### src/rtl/led_blink_arbiter.sv
// led_blink_arbiter
//   Shares one board LED among NUM_REQ status requesters. Requests are
//   served round-robin, and each owner keeps the LED for at least SLICE_MS
//   milliseconds while others wait. The LED is solid, off, or blinks slow or
//   fast, using a millisecond prescaler on the system clock.
//
// Ports
//   CLK    system clock
//   RST_N  synchronous, active-low reset
//   req    per-requester level-sensitive LED request
//   mode   per-requester mode, requester i at [2i+1:2i]
//          (00 off, 01 solid, 10 slow blink, 11 fast blink)
//   grant  one-hot current owner, all-zero when idle
//   led    registered LED drive, active-high
//   busy   high while any grant is active
//
// Optional feature macro: LED_ARB_PREEMPT_EN
//   When defined, requester 0 preempts any other owner and is never rotated
//   out by slice expiry.
module led_blink_arbiter #(
  parameter int CLK_FREQ = 100_000_000,
  parameter int NUM_REQ  = 4,
  parameter int SLICE_MS = 2000,
  parameter int SLOW_HZ  = 2,
  parameter int FAST_HZ  = 8
) (
  input  logic                   CLK,
  input  logic                   RST_N,
  input  logic [NUM_REQ-1:0]     req,
  input  logic [2*NUM_REQ-1:0]   mode,
  output logic [NUM_REQ-1:0]     grant,
  output logic                   led,
  output logic                   busy
);

  localparam int MS_DIV  = CLK_FREQ / 1000;
  localparam int PRE_W   = (MS_DIV > 1) ? $clog2(MS_DIV) : 1;
  localparam int HP_SLOW = 500 / SLOW_HZ;
  localparam int HP_FAST = 500 / FAST_HZ;
  localparam int HP_MAX  = (HP_SLOW > HP_FAST) ? HP_SLOW : HP_FAST;
  localparam int PH_W    = $clog2(HP_MAX + 1);
  localparam int SL_W    = $clog2(SLICE_MS + 1);
  localparam int IDX_W   = $clog2(NUM_REQ);

  localparam logic [PRE_W-1:0] PRE_TOP    = PRE_W'(MS_DIV - 1);
  localparam logic [PH_W-1:0]  HP_SLOW_M1 = PH_W'(HP_SLOW - 1);
  localparam logic [PH_W-1:0]  HP_FAST_M1 = PH_W'(HP_FAST - 1);
  localparam logic [SL_W-1:0]  SLICE_TOP  = SL_W'(SLICE_MS);
  localparam logic [IDX_W-1:0] RR_RESET   = IDX_W'(NUM_REQ - 1);

  localparam logic [0:0] ST_IDLE = 1'b0;
  localparam logic [0:0] ST_SHOW = 1'b1;

  logic [0:0]         state_q,  state_d;
  logic [NUM_REQ-1:0] grant_q,  grant_d;
  logic [IDX_W-1:0]   rr_q,     rr_d;
  logic [SL_W-1:0]    slice_q,  slice_d;
  logic [PH_W-1:0]    ph_cnt_q, ph_cnt_d;
  logic               phase_q,  phase_d;
  logic               led_q,    led_d;
  logic [PRE_W-1:0]   pre_q,    pre_d;

  logic               ms_tick;
  logic               take;
  logic               new_grant;
  logic [IDX_W-1:0]   win;
  logic [NUM_REQ-1:0] cand;
  logic               owner_req;
  logic               slice_full;
  logic [1:0]         owner_mode;
  logic [PH_W-1:0]    hp_m1;

  // First requester set in cand strictly after ptr, wrapping; ptr itself is
  // considered last. Scanning farthest-first lets the nearest hit win.
  function automatic logic [IDX_W-1:0] pick_next(input logic [NUM_REQ-1:0] c,
                                                 input logic [IDX_W-1:0]   ptr);
    logic [IDX_W-1:0]   w;
    logic [NUM_REQ-1:0] sh;
    int                 idx;
    w = ptr;
    for (int i = NUM_REQ; i >= 1; i--) begin
      idx = (int'(ptr) + i) % NUM_REQ;
      sh  = c >> idx;
      if (sh[0]) w = IDX_W'(idx);
    end
    return w;
  endfunction

  function automatic logic [1:0] mode_of(input logic [2*NUM_REQ-1:0] m,
                                         input logic [IDX_W-1:0]     idx);
    logic [2*NUM_REQ-1:0] sh;
    sh = m >> (2 * int'(idx));
    return sh[1:0];
  endfunction

  function automatic logic led_level(input logic [1:0] m, input logic ph);
    case (m)
      2'b00:   return 1'b0;
      2'b01:   return 1'b1;
      default: return ph;
    endcase
  endfunction

  always_comb begin
    ms_tick    = (pre_q == PRE_TOP);
    pre_d      = ms_tick ? '0 : pre_q + 1'b1;

    // In IDLE grant_q is zero, so cand is simply req.
    cand       = req & ~grant_q;
    owner_req  = |(req & grant_q);
    slice_full = (slice_q == SLICE_TOP);
    win        = pick_next(cand, rr_q);

    state_d    = state_q;
    grant_d    = grant_q;
    rr_d       = rr_q;
    take       = 1'b0;

    case (state_q)
      ST_IDLE: begin
        if (|req) take = 1'b1;
      end
      default: begin
        // A drop wins over slice expiry; both pick the next waiter the same way.
        if (!owner_req) begin
          if (|cand) begin
            take = 1'b1;
          end else begin
            state_d = ST_IDLE;
            grant_d = '0;
          end
`ifdef LED_ARB_PREEMPT_EN
        end else if (slice_full && (|cand) && !grant_q[0]) begin
`else
        end else if (slice_full && (|cand)) begin
`endif
          take = 1'b1;
        end
`ifdef LED_ARB_PREEMPT_EN
        // Requester 0 takes the LED from any other owner immediately.
        if (req[0] && !grant_q[0]) begin
          take = 1'b1;
          win  = '0;
        end
`endif
      end
    endcase

    new_grant = take;
    if (take) begin
      state_d = ST_SHOW;
      grant_d = NUM_REQ'(1) << win;
      rr_d    = win;
    end

    if (new_grant) begin
      slice_d = '0;
    end else if (ms_tick && !slice_full) begin
      slice_d = slice_q + 1'b1;
    end else begin
      slice_d = slice_q;
    end

    // Half-period follows the owner's live mode; a counter left above a newly
    // shortened half-period toggles on the next tick.
    owner_mode = mode_of(mode, rr_q);
    hp_m1      = owner_mode[0] ? HP_FAST_M1 : HP_SLOW_M1;
    ph_cnt_d   = ph_cnt_q;
    phase_d    = phase_q;
    if (new_grant) begin
      ph_cnt_d = '0;
      phase_d  = 1'b1;
    end else if (ms_tick) begin
      if (ph_cnt_q >= hp_m1) begin
        ph_cnt_d = '0;
        phase_d  = ~phase_q;
      end else begin
        ph_cnt_d = ph_cnt_q + 1'b1;
      end
    end

    // Computed from next-state values so led lines up with grant and phase.
    if (grant_d == '0) begin
      led_d = 1'b0;
    end else begin
      led_d = led_level(mode_of(mode, rr_d), phase_d);
    end
  end

  always_ff @(posedge CLK) begin
    if (!RST_N) begin
      state_q  <= ST_IDLE;
      grant_q  <= '0;
      rr_q     <= RR_RESET;
      slice_q  <= '0;
      ph_cnt_q <= '0;
      phase_q  <= 1'b0;
      led_q    <= 1'b0;
      pre_q    <= '0;
    end else begin
      state_q  <= state_d;
      grant_q  <= grant_d;
      rr_q     <= rr_d;
      slice_q  <= slice_d;
      ph_cnt_q <= ph_cnt_d;
      phase_q  <= phase_d;
      led_q    <= led_d;
      pre_q    <= pre_d;
    end
  end

  assign grant = grant_q;
  assign led   = led_q;
  assign busy  = |grant_q;

endmodule

### config.mk
export PLATFORM = sky130hd
export DESIGN_NAME = led_blink_arbiter
export DESIGN_NICKNAME = d
export VERILOG_FILES = /design/src/rtl/led_blink_arbiter.sv
export SDC_FILE = /design/constraint.sdc
export NUM_CORES = 1
export LEC_CHECK = 0
export CORE_ASPECT_RATIO = 1.1
export CORE_UTILIZATION = 57
export DETAILED_ROUTE_END_ITERATION = 8
export PLACE_DENSITY_LB_ADDON = 0.08
export SLEW_MARGIN = 25
export SYNTH_ARGS = -nofsm -noshare
export SYNTH_HDL_FRONTEND = slang
export SYNTH_SLANG_ARGS = --single-unit
### constraint.sdc
create_clock -name CLK -period 3.2 [get_ports CLK]
set_clock_uncertainty 0.2 [all_clocks]
set_input_delay 0.32 -clock CLK [delete_from_list [all_inputs] [get_ports CLK]]
set_output_delay 0.32 -clock CLK [all_outputs]
set_load 0.02 [all_outputs]
# Yosys cells after proc, flatten, opt, wreduce, memory -nomap -nowiden

Cells that the tools add are included.

Shift-type cells: 7
Muxes and demuxes: 23
Equal/unequal tests: 3
Bitwise gates (word level): 9
Add/subtract/negate cells: 7
Reductions and logical operators: 16
Order comparisons: 1

Operators with widths:

| kind                  | number |
|---|---|
| $shr 4x32->1          | 4 |
| $add 17x1->17 const B | 1 |
| $eq 17x17->1 const B  | 1 |
| $mux 4                | 4 |
| $mux 8                | 2 |
| $reduce_or 4->1       | 4 |
| $reduce_or 2->1       | 7 |
| $add 11x1->11 const B | 1 |
| $eq 11x11->1 const B  | 1 |
| $mux 1                | 11 |
| $mux 2                | 5 |
| $add 8x1->8 const B   | 1 |
| $and 4x4->4           | 2 |
| $ge 8x8->1            | 1 |
| $shr 8x3->1           | 1 |
| $shr 8x3->2           | 1 |
| $add 2x1->2 const B   | 2 |
| $add 2x2->2 const B   | 2 |
| $and 1x1->1 const A   | 4 |
| $logic_not 4->1       | 1 |
| $not 4->4             | 1 |
| $shl 1x2->4 const A   | 1 |
| $eq 2x1->1 const B    | 1 |
| $logic_and 1x1->1     | 2 |
| other kinds (4)       | 5 |

Register bits after elaboration: 45
Word-level logic and storage cells: 74
Output and inout port bits: 6

# Longest topological paths before layout

Gate-level depths: netlist (run 1).

Depth in word-level cells: 12
Gate-level depth with buffers: 10
Gate-level depth less buffers: 10

# Least setup slack after synthesis (run 1)

No wires, ideal clock.

Kind: register to register
Start: register rr_q[0]
End: register led_q (netlist: led)
Setup time: 78 ps
Path slack: 835 ps
Cell stages (with the launch flop): 10
Arrival: 2087 ps
Cell sequence: dfxtp_1 -> clkbuf_1 -> mux4_2 -> ha_1 -> nand3_1 -> o21ai_0 -> nand2_1 -> xor2_1 -> and3_1 -> nor3_1

Cells in the longest elaborated chain, start to end: 12
Elaborated cells on any way between the ends: 35

RTL lines:

| element                                              | RTL line | text |
|---|---|---|
| start, declared                                      | 56       | `logic [IDX_W-1:0] rr_q, rr_d;` |
| start signal, assigned                               | 203      | `rr_q <= rr_d;` |
| $add 2x1->2                                          | 82       | `idx = (int'(ptr) + i) % NUM_REQ;` |
| $reduce_or 2->1 (no line)                            | --       |  |
| $and 1x1->1 (no line)                                | --       |  |
| $shr 4x32->1                                         | 83       | `sh = c >> idx;` |
| $mux 2 (4 in series)                                 | 84       | `if (sh[0]) w = IDX_W'(idx);` |
| $mux 2 / $shl 1x2->4 (equally long branches)         | 150, 152 |  |
| $shr 8x3->2 / $mux 4 (equally long branches)         | 92, 150  |  |
| $eq 2x1->1 (tied with other cells)                   | 97       | `case (m)` |
| $pmux 1 s2 / $reduce_or 2->1 (equally long branches) | --       |  |
| end signal, assigned                                 | 207      | `led_q <= led_d;` |
| end, declared                                        | 60       | `logic led_q, led_d;` |

Parallel ways exist; a longest one is shown, timed or not.
A chain may end at the register's enable or synchronous reset.

# Worst setup path in the final report (run 1)

Start: input port req[3]
End: register led_q (netlist: led)

Cells in the longest elaborated chain, start to end: 10
Elaborated cells on any way between the ends: 32

RTL lines:

| element                                                | RTL line     | text |
|---|---|---|
| start, declared                                        | 29           | `input logic [NUM_REQ-1:0] req,` |
| $and 4x4->4                                            | 109          | `cand = req & ~grant_q;` |
| $shr 4x32->1 / $reduce_or 4->1 (equally long branches) | 83, 126, 135 |  |
| $mux 2 / $logic_and 1x1->1 (equally long branches)     | 84, 135      |  |
| $mux 2 / $mux 1 (equally long branches)                | 84, 135      |  |
| $mux 2 / $mux 1 (equally long branches)                | 84, 125      |  |
| $mux 2 / $mux 1 (equally long branches)                | 84, 119      |  |
| $mux 2 / $shl 1x2->4 (equally long branches)           | 150, 152     |  |
| $shr 8x3->2 / $mux 4 (equally long branches)           | 92, 150      |  |
| $eq 2x1->1 (tied with other cells)                     | 97           |  |
| $pmux 1 s2 / $reduce_or 2->1 (equally long branches)   | --           |  |

Parallel ways exist; a longest one is shown, timed or not.

==> out/summary.txt, run 1 <==
Status -> finished, final reports clean
# hold bufs at CTS -> 0
Leakage -> 0.961 nW
Placer Congestion -> 0.829
Buf/Inv on CP -> 1
Setup-failing EPs final -> 0
Main synth FF type -> dfxtp_1
Period utilisation layout -> 0.785
Reg power frac -> 0.439
Vias per std cell -> 5.32
Design area -> 2570 sq um
Min cycle time layout -> 2510 ps
Vias in the first global route -> 1532
Slew Limit Headroom -> 0.577
Initial Util -> 0.609
Switching Share -> 0.340
Die height -> 68.1 um
R2R setup slack -> 690 ps
Net Switching -> 0.519 mW
Critical path arrival -> 2540 ps
Top delay family on crit path -> multiplexers
Dpl cell area -> 2490 sq um
Drt wl/cell -> 11.9 um
Layout area overhead -> 13.8%
Yosys warns -> 0
Slew Viols, Final -> 0
Comb pwr share -> 0.340
CP endpoint kind -> flop
Count leader, synth -> nor2_1
Synth area leader -> dfxtp_1
Final WL -> 3.92 mm
Maximum operating frequency -> 398 MHz
Clk pwr share -> 0.221
Share of the synthesized area in the top cell type -> 0.398
Clock Path Buffers -> 2
Total power -> 1.53 mW
First-pass DRT Iterations -> 4
CTS Sinks -> 45
DRT iter0 DRCs -> 146
Crit Path Max Fanout -> 10
Power per cell area -> 593 nW/um^2
Initial antenna violation count -> 0
Final core area utilization -> 0.693
Layout Nets -> 302
CP Cell Sequence -> clkdlybuf4s50_1 > nor2b_1 > a21o_1 > o311ai_4 > mux2i_2 > mux2i_1 > mux2i_1 > nor3_1
Worst path max stage delay -> 480 ps
Startpoint types -> input pin
Clock root cell -> clkbuf_8
Clock latency on the worst-skew pair -> 300 ps
Crit Path Class -> in -> reg
Max cap viols -> 0
Netlist Area Pre-Place -> 2260 sq um
Critical-path top delay cell -> o311ai_4
TritonCTS clock tree -> built
Ranking of synthesized cells by area -> dfxtp_1 40%, xor2_1 8.5%, nor2_1 7.6%
Final Hold Vio Count -> 0
Library cells used by synthesis -> 39
Worst-Margin Slew -> 634 ps
Die width -> 62.1 um
Post-CTS setup buffers -> 0
Syn_nets -> 282
Pint -> 1.01 mW
Layout cell share with drive strength beyond 1 -> 0.0536
Number of synthesized register bits -> 45
Cell count after synthesis -> 259
CTS HTree Levels -> 2
Vias -> 1754
Setup repair after global routing missed its margin -> no
GR Util All Layers -> 0.204
Standard-cell rows -> 23
Worst-path clk slew -> 90 ps
Avg Inst Size Synth -> 8.73 sq um
Sequential area share after synthesis -> 0.398
DIE AREA -> 4220 sq um
Synth top cells by count -> 46 x nor2_1, 45 x dfxtp_1, 22 x xor2_1
Hold Path Class -> reg -> reg
DRC Markers -> 0
Pin count of the biggest net entering global routing -> 18
Post-CTS sizing -> 0
CTS Buf Count -> 5
Placeable core region -> 3710 sq um
Peak supply drop -> 0.341 mV
Hpwl dp -> 2.82 mm
Most common cell on crit path -> mux2i_1
DRT antenna net count -> 0
Diode count -> 0
Post-synth EDFFs -> 0
Grt total ovfl -> 0
Port Buffers -> 19
Async S/R FF share, synth -> 0
Ports -> 20
Fin Setup TNS -> 0 ps
CP required -> 3230 ps
First-pass GRT wire length -> 6.34 mm
-- state kept, by name (all words and copies together), names as in the netlist --
signal	count
pre_q	17
slice_q	11
ph_cnt_q	8
grant	4
rr_q	2
led	1
phase_q	1
state_q	1
-- kinds of logic (layout without fill, tap and decap cells) --
logic type,after synthesis,after routing,synth area share
multiplexers,9,9,0.0526
AND/OR/NAND/NOR,124,124,0.268
buffers and inverters,17,38,0.0299
AO/OA/AOI/OAI,23,23,0.0769
flip-flops,45,45,0.398
adder cells (fa/ha/maj),9,9,0.0498
XOR/XNOR,32,32,0.124
-- cell type report --
cell class	count	area (sq um)
clock buffer	6	72.6
clock inverter	2	10.0
fill	277	1140
inverter	10	37.5
multi-input combinational	197	1290
sequential	45	901
tap	50	62.6
timing repair buffer	20	198
-- cell usage in the layout, fill, tap and decap left out, types with 3 or more instances in the layout --
cell type,count
clkbuf_8,5
nor3_1,3
nor2b_1,6
xor2_1,22
nand4_1,6
xnor2_1,10
nand2_1,21
nand2b_1,4
nor2_1,46
a22oi_1,6
mux2i_1,6
clkdlybuf4s50_1,19
and3_1,8
a21oi_1,7
inv_1,10
nand3_1,16
ha_1,9
dfxtp_1,45
-- path summary, 6_finish.rpt --
check | startpoint | endpoint | depth (start not counted)
worst min register to register | pre_q[0] | pre_q[0] | 1
worst min-delay path | pre_q[0] | pre_q[0] | 1
worst max register to register | rr_q[0] | led | 8
worst max-delay path | req[3] | led | 8
-- worst register-to-register path: stages (launching register included) --
cell	delay, ps
dfxtp_1	490
mux4_2	590
ha_1	310
nand3_1	70
o21ai_0	180
nand2_1	110
xor2_1	160
and3_1	160
nor3_1	170
-- metal layers --
metal | track usage | wire length (um) | vias up
li1 | - | - | 925
met1 | 0.259 | 1950 | 798
met2 | 0.326 | 1760 | 26
met3 | 0.0586 | 158 | 5
met4 | 0.0750 | 60 | 0
met5 | 0 | 0 | -
-- per-stage QoR --
step / worst slack (ps) / instances / hold WS [ps]
global placement: 513 / 322 / 254
CTS: 683 / 330 / 279
global route: 527 / 330 / 294
detailed placement: 396 / 322 / 261
finish: 689 / 330 / 283
floorplan: 835 / 259 / 237
-- power by group through the flow --
stage / combinational [mW] / sequential [mW] / clock [mW]
2_1_floorplan: 0.366 / 0.679 / 0
6_report: 0.519 / 0.671 / 0.337
5_1_grt: 0.564 / 0.677 / 0.373
4_1_cts: 0.521 / 0.669 / 0.349
3_3_place_gp: 0.512 / 0.684 / 0
3_5_place_dp: 0.516 / 0.682 / 0
No activity file was read; power rests on OpenSTA's default activity.
==> run 2: changes to the inputs <==
CORE_UTILIZATION = 51   (was 57)
clock period = 2.1 ns   (was 3.2 ns; I/O delays follow)
==> run 2 against run 1 <==
  * The flow now finishes with violations (negative setup slack)
  * Critical path depth unchanged
  * Total power up 82%
  * Flip-flop and latch count unchanged
  * Worst setup slack worse by 890 ps
  * Cell count up 18%
  * Register-to-register slack worse by 890 ps
  * Worst hold slack better by 42 ps
  * Critical endpoint unchanged
==> out/summary.txt, run 2 (same netlist as run 1, synthesis figures left out) <==
Clock root cell -> clkbuf_8
Dpl cell area -> 2900 sq um (+16%)
Initial antenna violation count -> 0 (unchanged)
Startpoint types -> flop
Diode count -> 0 (unchanged)
Min cycle time layout -> 2310 ps
Maximum operating frequency -> 434 MHz
Die height -> 71.8 um (+5.5%)
GR Util met2 -> 0.414 (+0.0877)
Initial Util -> 0.528 (-0.0814)
Final core area utilization -> 0.775 (+0.0819)
Leakage -> 1.35 nW (+40%)
Placer Congestion -> 0.757 (-8.7%)
Drt wl/cell -> 12.9 um (+8.9%)
FF-to-FF Start -> rr_q[0]
Most frequent cells in the layout -> 48 x buf_4, 40 x dfxtp_1, 39 x nor2_1
Die width -> 65.5 um (+5.5%)
M1 GR Usage -> 0.265 (+0.00658)
Crit Path Class -> reg -> reg
Vias in the first global route -> 1964 (+28%)
Pre-CTS setup slack -> -399 ps (-795 ps)
Biggest regs -> pre_q x17, slice_q x11, ph_cnt_q x8
Layout cell share with drive strength beyond 1 -> 0.323 (+0.270)
Worst-Margin Slew -> 395 ps (-239 ps)
Status -> complete, but fails checks
CTS Buf Count -> 5 (unchanged)
TritonCTS clock tree -> built
M3 GR Usage -> 0.0366 (-0.0220)
Hpwl dp -> 3.61 mm (+28%)
Grt total ovfl -> 0 (unchanged)
Vias per std cell -> 5.14 (-3.3%)
Hold Path Class -> reg -> reg
Critical path arrival -> 2330 ps (-210 ps)
Crit Path Max Fanout -> 3 (-7)
Power per cell area -> 836 nW/um^2 (+41%)
Placeable core region -> 4290 sq um (+15%)
CP endpoint kind -> flop
Ports -> 20 (unchanged)
DRT antenna net count -> 0 (unchanged)
Peak supply drop -> 0.543 mV (+59%)
Layout Nets -> 359 (+19%)
CTS HTree Levels -> 2 (unchanged)
Failing checks -> negative setup slack
Worst-path clk slew -> 90 ps (about the same)
Largest register by flop count -> pre_q
DRT iter0 DRCs -> 84 (-42%)
Final Hold Vio Count -> 0 (unchanged)
Hold_sp -> pre_q[4]
Port Buffers -> 19 (unchanged)
Design area -> 3320 sq um (+29%)
Final WS setup -> -206 ps (-895 ps)
Pin count of the biggest net entering global routing -> 15 (-3)
Crit path from -> rr_q[0]
Filler instances -> 319 (+15%)
CTS Sinks -> 45 (unchanged)
# hold bufs at CTS -> 0 (unchanged)
Standard-cell rows -> 25 (+8.7%)
Layout area overhead -> 46.9%
First-pass DRT Iterations -> 4 (unchanged)
DRC Markers -> 0 (unchanged)
GR Util All Layers -> 0.228 (+0.0241)
Period utilisation layout -> 1.10
First-pass GRT wire length -> 8.31 mm (+31%)
Max reg flops -> 17 (unchanged)
DIE AREA -> 4700 sq um (+11%)
Slew Limit Headroom -> 0.736 (+0.159)
Busiest grt layer -> met2
Max cap viols -> 0 (unchanged)
Final WL -> 5.06 mm (+29%)
Clock latency on the worst-skew pair -> 300 ps (about the same)
Total power -> 2.78 mW (+82%)
Fin Setup TNS -> -1300 ps (-1300 ps)
Leading cell type in the layout, fill and taps excluded -> buf_4
Vias -> 2010 (+15%)
Slew Viols, Final -> 0 (unchanged)
Setup-failing EPs final -> 20 (+20)
Setup repair after global routing missed its margin -> yes
Clock Path Buffers -> 2 (unchanged)
CP required -> 2120 ps (-1110 ps)
run 2: layout make-up:
| cell class | count | area, sq um | share of cell area |
|---|---|---|---|
| repair buffers | 77 | 671 | 0.202 |
| inverters | 10 | 37.5 | 0.0113 |
| multi-input cells | 197 | 1530 | 0.460 |
| flip-flops and latches | 45 | 907 | 0.273 |
| clock buffers | 6 | 72.6 | 0.0218 |
| clock inverters | 2 | 38.8 | 0.0117 |
| well taps | 54 | 67.6 | 0.0203 |
run 2: where the power goes:
part,internal [mW],switching (mW)
logic,0.572,0.567
registers,0.925,0.0570
clock network,0.357,0.297
total,1.85,0.921
run 2: repair_timing:
action                                  in CTS  in global routing
pin swaps                                   14                 21
setup buffers                                3                  3
endpoints found under the setup margin      23                 43
gates cloned                                 0                  0
resized for setup                           19                 44
run 2: metrics by stage:
stage               hold WS (ps)  instances
floorplan                    148        259
global placement             287        378
detailed placement           305        378
CTS                          328        389
global route                 339        391
finish                       325        391
run 2: critical path: stages (launching register included):
cell and delay (ps):
dfxtp_2 350, mux4_2 590, ha_4 300, nand3_2 60, o21ai_1 130, nand2_1 110, xor2_1 170, and3_1 170
nor3_1 160
run 2: path summary, 6_finish.rpt:
check             cells past startpoint  endpoint  slack (ps)
setup reg to reg                      8       led        -210
setup / recovery                      8       led        -210
hold reg to reg                       2  pre_q[4]         330
hold / removal                        2  pre_q[4]         330
run 2: per-layer routing:
layer,vias up,wire [um]
met3,6,98
met2,20,2610
li1,1039,-
met1,945,2280
met5,-,0
met4,0,70
==> run 3: changes to the inputs <==
GPL_TIMING_DRIVEN = 0   (was unset)
==> run 3 against run 2 <==
  * The run still ends with negative setup slack left
  * Final area is 10% lower
  * Critical path type unchanged
  * Largest cell class unchanged
  * Flip-flop and latch count stayed put
  * Fmax is 3.6% lower
  * Utilization is 8.0 points lower
==> out/summary.txt, run 3 (same netlist as run 1, synthesis figures left out) <==
Hpwl dp -> 3.02 mm (-16%)
Worst-Margin Slew -> 445 ps (+49.7 ps)
Fin Setup TNS -> -1690 ps (-395 ps)
Hold_ws -> 286 ps (-39.4 ps)
First-pass DRT Iterations -> 4 (unchanged)
GR Util All Layers -> 0.216 (-0.0120)
Period utilisation layout -> 1.14 (+0.0411)
Comb pwr share -> 0.415 (+0.005)
Clk pwr share -> 0.207 (-0.029)
R2R setup slack -> -290 ps (-90 ps)
Most common cell on crit path -> mux2i_1
Failing checks -> negative setup slack
CP Cell Sequence -> inv_2 > ha_4 > nand4b_1 > or4_4 > nand2_4 > o311ai_4 > mux2i_2 > mux2i_1 > mux2i_1 > nor3_1
Slew Limit Headroom -> 0.704 (-0.0323)
Placer Congestion -> 0.761 (+0.48%)
Vias per std cell -> 5.29 (+2.8%)
Critical-path top delay cell -> or4_4
Layout cell share with drive strength beyond 1 -> 0.232 (-0.0917)
Crit Path Max Fanout -> 3 (unchanged)
Standard-cell rows -> 25 (unchanged)
Clock Path Buffers -> 2 (unchanged)
Clock root cell -> clkbuf_8
# hold bufs at CTS -> 0 (unchanged)
Die height -> 71.8 um (unchanged)
Ports -> 20 (unchanged)
Largest register by flop count -> pre_q
CP required -> 2130 ps (about the same)
DRT antenna net count -> 0 (unchanged)
Hold Path Class -> reg -> reg
Worst path max stage delay -> 470 ps (-120 ps)
Layout area overhead -> 31.8%
Reg power frac -> 0.379 (+0.025)
Pin count of the biggest net entering global routing -> 16 (+1)
CTS Sinks -> 45 (unchanged)
First-pass GRT wire length -> 7.84 mm (-5.6%)
Pre-CTS setup slack -> -612 ps (-213 ps)
Most frequent cells in the layout -> 44 x nor2_1, 38 x dfxtp_1, 22 x xor2_1
CTS Buf Count -> 5 (unchanged)
Power per cell area -> 888 nW/um^2 (+6.3%)
Initial antenna violation count -> 0 (unchanged)
Critical path arrival -> 2420 ps (+90 ps)
Final Hold Vio Count -> 0 (unchanged)
Filler instances -> 338 (+6.0%)
Length of routed met2 wiring -> 2.42 mm (-7.5%)
Slew Viols, Final -> 0 (unchanged)
Maximum operating frequency -> 418 MHz (-3.6%)
Die width -> 65.5 um (unchanged)
Worst-path clk slew -> 90 ps (about the same)
Net Switching -> 0.936 mW (+1.6%)
Grt total ovfl -> 0 (unchanged)
Max cap viols -> 0 (unchanged)
DIE AREA -> 4700 sq um (unchanged)
Setup-failing EPs final -> 18 (-10%)
Placeable core region -> 4290 sq um (unchanged)
Clock latency on the worst-skew pair -> 300 ps (about the same)
Startpoint types -> flop
Layout Nets -> 324 (-9.7%)
Biggest regs -> pre_q x17, slice_q x11, ph_cnt_q x8
Diode count -> 0 (unchanged)
Leading cell type in the layout, fill and taps excluded -> nor2_1
Metal-1 WL -> 2.09 mm (-8.0%)
Switching Share -> 0.354 (+0.0220)
DRT iter0 DRCs -> 53 (-37%)
Initial Util -> 0.528 (unchanged)
Vias -> 1882 (-6.4%)
Met3 WL -> 140 um (+43%)
Status -> complete, but fails checks
Setup repair after global routing missed its margin -> yes
Final WS setup -> -292 ps (-86.2 ps)
Min cycle time layout -> 2390 ps (+86.2 ps)
Max reg flops -> 17 (unchanged)
Vias in the first global route -> 1838 (-6.4%)
Final WL -> 4.73 mm (-6.6%)
Drt wl/cell -> 13.3 um (+2.6%)
TritonCTS clock tree -> built
Port Buffers -> 19 (unchanged)
CP endpoint kind -> flop
DRC Markers -> 0 (unchanged)
CTS HTree Levels -> 2 (unchanged)
Max layer used -> met4
Peak supply drop -> 0.489 mV (-10%)
Crit Path Class -> reg -> reg
Leakage -> 1.17 nW (-13%)
Pint -> 1.71 mW (-7.8%)
==> run 3: cell types whose count changed in the layout (fill, tap and decap cells not counted), sizes merged <==
cell | before | now
clkbuf | 6 | 8
clkinvlp | 0 | 1
buf | 58 | 20
inv | 10 | 11
bufinv | 1 | 0
==> run 3: worst paths after layout <==
kind	start	to	depth (start not counted)
worst max-delay path	slice_q[0]	led	10
worst min-delay path	pre_q[0]	pre_q[0]	1
worst max register to register	slice_q[0]	led	10
worst min register to register	pre_q[0]	pre_q[0]	1
==> run 3: timing repair <==
| item | in CTS | in global routing |
|---|---|---|
| setup endpoints to repair | 43 | 44 |
| gates resized for setup | 35 | 23 |
| buffers inserted | 13 | 6 |
| gates cloned | 1 | 0 |
| pin swaps | 19 | 12 |
==> run 3: cell type report <==
class	count	area (sq um)	share of cell area
sequential	45	912	0.306
clock inverter	3	21.3	0.00714
clock buffer	5	68.8	0.0231
tap	54	67.6	0.0227
buffer	5	45.0	0.0151
multi-input combinational	197	1470	0.494
timing repair buffer	37	354	0.119
inverter	10	37.5	0.0126
==> run 3: worst max-delay path, delay by kind of cell, from the launching register on <==
kind,cells,cell delay (ps)
flip-flops,1,330
AO/OA/AOI/OAI,1,120
adder cells (fa/ha/maj),1,110
buffers and inverters,1,70
multiplexers,3,660
AND/OR/NAND/NOR,4,830
==> run 3: power by group through the flow <==
stage,registers (mW),logic (mW),clock network (mW)
floorplan,1.04,0.582,0
global placement,0.997,0.882,0
detailed placement,0.998,0.891,0
CTS,1.00,0.985,0.568
global route,1.01,1.19,0.597
finish,1.00,1.10,0.547
==> run 3: routing by layer <==
layer,GRT usage,vias to the layer above
met3,0.0510,8
met4,0.0870,0
met5,0,-
met1,0.249,878
li1,-,968
met2,0.380,28
==> run 3: metrics by stage <==
stage	total power [mW]	cells	utilization	area [sq um]
floorplan	1.62	259	-	2280
global placement	1.88	332	0.593	2540
detailed placement	1.89	332	0.593	2540
CTS	2.55	352	0.669	2870
global route	2.80	356	0.695	2980
finish	2.65	356	0.695	2980
